## config.mk

```make
export PLATFORM = sky130hd
export DESIGN_NAME = of_scoreboard
export DESIGN_NICKNAME = d
export VERILOG_FILES = /design/src/rtl/simplerisc_pkg.sv /design/src/rtl/of_src_decode.sv /design/src/rtl/of_scoreboard.sv
export SDC_FILE = /design/constraint.sdc
export NUM_CORES = 1
export LEC_CHECK = 0
export CORE_AREA = 10 10 83 85
export DETAILED_ROUTE_END_ITERATION = 10
export DIE_AREA = 0 0 93 95
export PLACE_DENSITY = 0.84
export SYNTH_ARGS = -nofsm -noshare
export SYNTH_HDL_FRONTEND = slang
export SYNTH_SLANG_ARGS = --single-unit
```

## constraint.sdc

```tcl
create_clock -name clk -period 8.3 [get_ports clk]
set_clock_uncertainty 0.2 [all_clocks]
set_input_delay 2.075 -clock clk [delete_from_list [all_inputs] [get_ports clk]]
set_output_delay 2.075 -clock clk [all_outputs]
set_load 0.01 [all_outputs]
```

## src/rtl/simplerisc_pkg.sv

```systemverilog
// SimpleRisc shared definitions: opcode values and instruction field positions.
package simplerisc_pkg;

  typedef enum logic [4:0] {
    OP_ADD  = 5'd0,
    OP_SUB  = 5'd1,
    OP_MUL  = 5'd2,
    OP_DIV  = 5'd3,
    OP_MOD  = 5'd4,
    OP_CMP  = 5'd5,
    OP_AND  = 5'd6,
    OP_OR   = 5'd7,
    OP_NOT  = 5'd8,
    OP_MOV  = 5'd9,
    OP_LSL  = 5'd10,
    OP_LSR  = 5'd11,
    OP_ASR  = 5'd12,
    OP_NOP  = 5'd13,
    OP_LD   = 5'd14,
    OP_ST   = 5'd15,
    OP_BEQ  = 5'd16,
    OP_BGT  = 5'd17,
    OP_B    = 5'd18,
    OP_CALL = 5'd19,
    OP_RET  = 5'd20
  } opcode_t;

  localparam int OPC_HI  = 31;
  localparam int OPC_LO  = 27;
  localparam int IMM_BIT = 26;
  localparam int RD_HI   = 25;
  localparam int RD_LO   = 22;
  localparam int RS1_HI  = 21;
  localparam int RS1_LO  = 18;
  localparam int RS2_HI  = 17;
  localparam int RS2_LO  = 14;

  localparam logic [3:0] RA_IDX = 4'd15;

endpackage

```

## src/rtl/of_src_decode.sv

```systemverilog
// Operand-use decode: which sources an OF instruction reads and what it writes.
module of_src_decode
  import simplerisc_pkg::*;
(
  input  logic [31:0] instruction,
  output logic        rd_rs1,
  output logic        rd_rs2,
  output logic        rd_rd,
  output logic        rd_ra,
  output logic        rd_flags,
  output logic        wr_reg,
  output logic [3:0]  wr_idx,
  output logic        wr_flags
);

  logic [4:0] opc;
  logic       imm;
  logic       unused_lsb;

  assign opc        = instruction[OPC_HI:OPC_LO];
  assign imm        = instruction[IMM_BIT];
  assign unused_lsb = ^instruction[RS1_HI:0];

  // Classify the opcode into register/flag read and write usage.
  always_comb begin
    rd_rs1   = 1'b0;
    rd_rs2   = 1'b0;
    rd_rd    = 1'b0;
    rd_ra    = 1'b0;
    rd_flags = 1'b0;
    wr_reg   = 1'b0;
    wr_flags = 1'b0;
    wr_idx   = instruction[RD_HI:RD_LO];
    case (opc)
      OP_ADD, OP_SUB, OP_MUL, OP_DIV, OP_MOD,
      OP_AND, OP_OR, OP_LSL, OP_LSR, OP_ASR: begin
        rd_rs1 = 1'b1;
        rd_rs2 = ~imm;
        wr_reg = 1'b1;
      end
      OP_CMP: begin
        rd_rs1   = 1'b1;
        rd_rs2   = ~imm;
        wr_flags = 1'b1;
      end
      OP_NOT, OP_MOV: begin
        rd_rs2 = ~imm;
        wr_reg = 1'b1;
      end
      OP_LD: begin
        rd_rs1 = 1'b1;
        wr_reg = 1'b1;
      end
      // store data comes from the rd field
      OP_ST: begin
        rd_rs1 = 1'b1;
        rd_rd  = 1'b1;
      end
      OP_BEQ, OP_BGT: rd_flags = 1'b1;
      OP_CALL: begin
        wr_reg = 1'b1;
        wr_idx = RA_IDX;
      end
      OP_RET: rd_ra = 1'b1;
      default: ;
    endcase
  end

endmodule

```

## src/rtl/of_scoreboard.sv

```systemverilog
// Register/flags scoreboard for the OF stage: RAW/WAW interlock, occupancy and stall stats.
module of_scoreboard
  import simplerisc_pkg::*;
#(
  parameter int STALL_CNT_W = 16
) (
  input  logic                   clk,
  input  logic                   reset,
  input  logic [31:0]            instruction_in,
  input  logic                   inst_valid,
  input  logic                   flush,
  input  logic [3:0]             wr_adr,
  input  logic                   is_wb,
  input  logic                   flags_wb,
  output logic                   stall,
  output logic                   issue,
  output logic [15:0]            pending,
  output logic                   flags_pending,
  output logic                   busy,
  output logic                   wb_err,
  output logic [STALL_CNT_W-1:0] stall_cycles
);

  logic       rd_rs1, rd_rs2, rd_rd, rd_ra, rd_flags;
  logic       wr_reg, wr_flags;
  logic [3:0] wr_idx;
  logic [3:0] rs1, rs2, rd;
  logic       hazard, live;
  logic [15:0] pending_nxt;
  logic        flags_nxt;

  of_src_decode u_dec (
    .instruction (instruction_in),
    .rd_rs1      (rd_rs1),
    .rd_rs2      (rd_rs2),
    .rd_rd       (rd_rd),
    .rd_ra       (rd_ra),
    .rd_flags    (rd_flags),
    .wr_reg      (wr_reg),
    .wr_idx      (wr_idx),
    .wr_flags    (wr_flags)
  );

  assign rs1 = instruction_in[RS1_HI:RS1_LO];
  assign rs2 = instruction_in[RS2_HI:RS2_LO];
  assign rd  = instruction_in[RD_HI:RD_LO];

  // Hazard from registered state only; a reader waits until the clear has landed.
  always_comb begin
    hazard = (rd_rs1   & pending[rs1])
           | (rd_rs2   & pending[rs2])
           | (rd_rd    & pending[rd])
           | (rd_ra    & pending[RA_IDX])
           | (rd_flags & flags_pending)
           | (wr_reg   & pending[wr_idx])
           | (wr_flags & flags_pending);
  end

  assign live  = inst_valid & ~flush;
  assign stall = live & hazard;
  assign issue = live & ~hazard;

  // Next pending state: write-back clears, issue sets (never the same register).
  always_comb begin
    pending_nxt = pending;
    flags_nxt   = flags_pending;
    if (is_wb)           pending_nxt[wr_adr] = 1'b0;
    if (issue && wr_reg) pending_nxt[wr_idx] = 1'b1;
    if (flags_wb)        flags_nxt = 1'b0;
    if (issue && wr_flags) flags_nxt = 1'b1;
  end

  // Scoreboard state, sticky write-back error and occupancy flag.
  always_ff @(posedge clk or posedge reset) begin
    if (reset) begin
      pending       <= '0;
      flags_pending <= 1'b0;
      busy          <= 1'b0;
      wb_err        <= 1'b0;
    end else begin
      pending       <= pending_nxt;
      flags_pending <= flags_nxt;
      busy          <= (|pending_nxt) | flags_nxt;
      if (is_wb && !pending[wr_adr]) wb_err <= 1'b1;
    end
  end

  // Saturating count of stalled cycles.
  always_ff @(posedge clk or posedge reset) begin
    if (reset)
      stall_cycles <= '0;
    else if (stall && (stall_cycles != '1))
      stall_cycles <= stall_cycles + STALL_CNT_W'(1);
  end

endmodule
```

==> impl_metrics.tcl <==
set metrics [dict create \
    status "completed" \
    hold_buffers 0 \
    nets 370 \
    nFillCells 468 \
    crit_slowest_cell "mux4_1" \
    dieArea_um2 8840 \
    cp_max_fo 12 \
    grt_max_degree 36 \
    dpl.hpwl_mm 5.97 \
    syn_nets 306 \
    row_count 27 \
    cts_tree "built" \
    worstSetupPathType "input pin to output pin" \
    worstHoldPathType "flip-flop to flip-flop" \
    multi_input_area_um2 1640 \
    die_x_um 93 \
    io_buffer_count 64 \
    power_density_nw_per_um2 162 \
    tns_ns 0 \
    syn-cell-area_um2 2600 \
    drt-wirelength-per-cell_um 19.7 \
    drv_slew 0 \
    area_growth_syn_to_layout_pct 30.6 \
    clkSinkCount 35 \
    hold_path_depth 1 \
    cp_num_buf_inv 3 \
    finalSetupViolations 0 \
    grt_overflow 0 \
    crit_cells 9 \
    cts.path.max_buffers 2 \
    first_iter_violations 207 \
    clock_latency_ns 0.28 \
    rsz0062_at_grt "no" \
    postRouteAntennaNets 0 \
    vias 2514 \
    ys_ff_latch 35 \
    initial_core_util_pct 48.7 \
    max_slew.worst_pin.slew_ns 0.706 \
    post_cts_resize_count 0 \
    grt_pass1_wl_mm 13.0 \
    drt-pass1-iter-count 5 \
    post_cts_buffers 0 \
    syn_area_per_cell_um2 9.89 \
    final_hold_viol_count 0 \
    drive_gt1_share_pct 12.2 \
    ir_worst_vdd_mv 0.138 \
    maxSlewHeadroom_pct 52.9 \
    min_to "wb_err" \
    cts_buffers 5 \
    antenna_found_initial 0 \
    synth_top_area_share_pct 33.7 \
    core_region_area_um2 5340 \
    grt_pass1_vias 2527 \
    crit_arrival_ns 5.30 \
    num_io_pins 79 \
    drt_wl_total_mm 7.90 \
    diodes 0 \
    reg2reg_depth 7 \
    r2r_setup_slack_ns 5.23 \
    end_kind "output pin" \
    cpMostUsedCell "clkdlybuf4s50_1" \
    grtUsageTotal_pct 18.0 \
    yosysSeqAreaShare_pct 33.7 \
    hold_ws_ns 0.277 \
    cts-root-buf "clkbuf_8" \
    die_y_um 95 \
    synth_area_leaders "dfrtp_1, mux4_2, xor2_1" \
    timing.rr.end "pending[11]" \
    yosysTopAreaCell "dfrtp_1" \
    r2r-start "pending[15]" \
    regArea_um2 876 \
    synth_cells 263 \
    path_clk_slew_ns 0.06 \
    fmax_ghz 0.132 \
    total_leakage_power_nw 1.40 \
    cp_top_family "buffers and inverters" \
    cts_max_level 2 \
    ys_types 48 \
    via_per_inst 6.29 \
    period_share_pct 91.2 \
    layout_commonest_cell "clkdlybuf4s50_1" \
    required_ns 6.03 \
    fin_crit_ns 7.57 \
    startpoint_type "input pin" \
    gp_congestion 0.903 \
    drc_errors 0 \
    path_cells "clkdlybuf4s50_1 > buf_4 > mux4_1 > mux2_2 > nor3b_1 > a211o_1 > or3_1 > nor2b_1 > clkdlybuf4s50_1" \
    worstHoldStart "wb_err" \
    final_cell_mix "clkdlybuf4s50_1, dfrtp_1, o21ai_0" \
    critPathMaxStageDelay_ns 0.57 \
    maxCapViolations 0 \
    yosysWarnings 0 \
]
## metal layers
metal | wire length, µm | GRT usage (%)
met3 | 831 | 5.15
met2 | 3900 | 29.8
met4 | 143 | 6.43
met1 | 3020 | 21.8
met5 | 0 | 0
## how the worst max path moves through the flow
stage	end	slack, ns	startpoint
floorplan	stall	2.05	instruction_in[22]
global placement	issue	0.78	instruction_in[22]
detailed placement	issue	0.75	instruction_in[22]
CTS	issue	0.72	instruction_in[22]
global route	issue	0.58	instruction_in[22]
finish	issue	0.73	instruction_in[22]
## sequential cells by signal, indices dropped and copies added, names as in the netlist
register and count:
busy 1, flags_pending 1, pending 16, stall_cycles 16, wb_err 1
## cell usage after synthesis, drive strengths merged
cell     number
inv          10
ha            1
dfrtp        35
o21bai        1
o2bb2ai       1
xor2         15
o21ai        29
or4           3
or3b          2
a2bb2oi       2
o21a          2
nor3          8
o221ai        1
mux2          5
nor3b         4
nor4b         2
mux4         15
o31ai         7
nor2b         4
nand3        13
a22o          1
o221a         1
o22ai         4
or2           3
nor4         10
and3b         1
and2          1
and4          3
nand2b        9
mux2i         7
a211o         1
nand3b        6
nor2          5
and3          2
clkbuf        7
nand2        16
o211a         1
nand4         6
or3           4
a31oi         5
nand4b        1
a21oi         5
buf           4
## stage by stage
step           std cells  total power, W  setup WS (ns)  util [%]  area (µm²)
2_1_floorplan        263        0.000332           2.05         -        2600
3_3_place_gp         392        0.000428          0.781      62.1        3310
3_5_place_dp         392        0.000434          0.746      62.1        3310
4_1_cts              400        0.000553          0.723      63.6        3400
5_1_grt              400        0.000584          0.579      63.6        3400
6_report             400        0.000549          0.729      63.6        3400
## cell families after synthesis
group,after synthesis,synth area share (%)
buffers and inverters,21,3.22
adders and majority gates,1,0.481
and+or+nand+nor,103,23.7
DFF,35,33.7
xor gates and xnor gates,15,5.05
muxes,27,18.3
AOI/OAI and AO/OA,61,15.5
## cell type report
cell class              count  share of cell area, %
clock buffers               7                   2.25
well taps                  72                   2.65
inverters                  10                   1.11
multi-input cells         207                   48.3
repair buffers             68                   19.7
clock inverters             1                  0.147
flip-flops and latches     35                   25.8
## power breakdown
part	leakage (nW)	internal (W)	total [W]	switching, W
Combinational	0.892	0.000111	0.000196	0.0000850
Sequential	0.462	0.000193	0.000237	0.0000439
Clock	0.0422	0.0000588	0.000116	0.0000568
No activity file was read; power rests on OpenSTA's default activity.
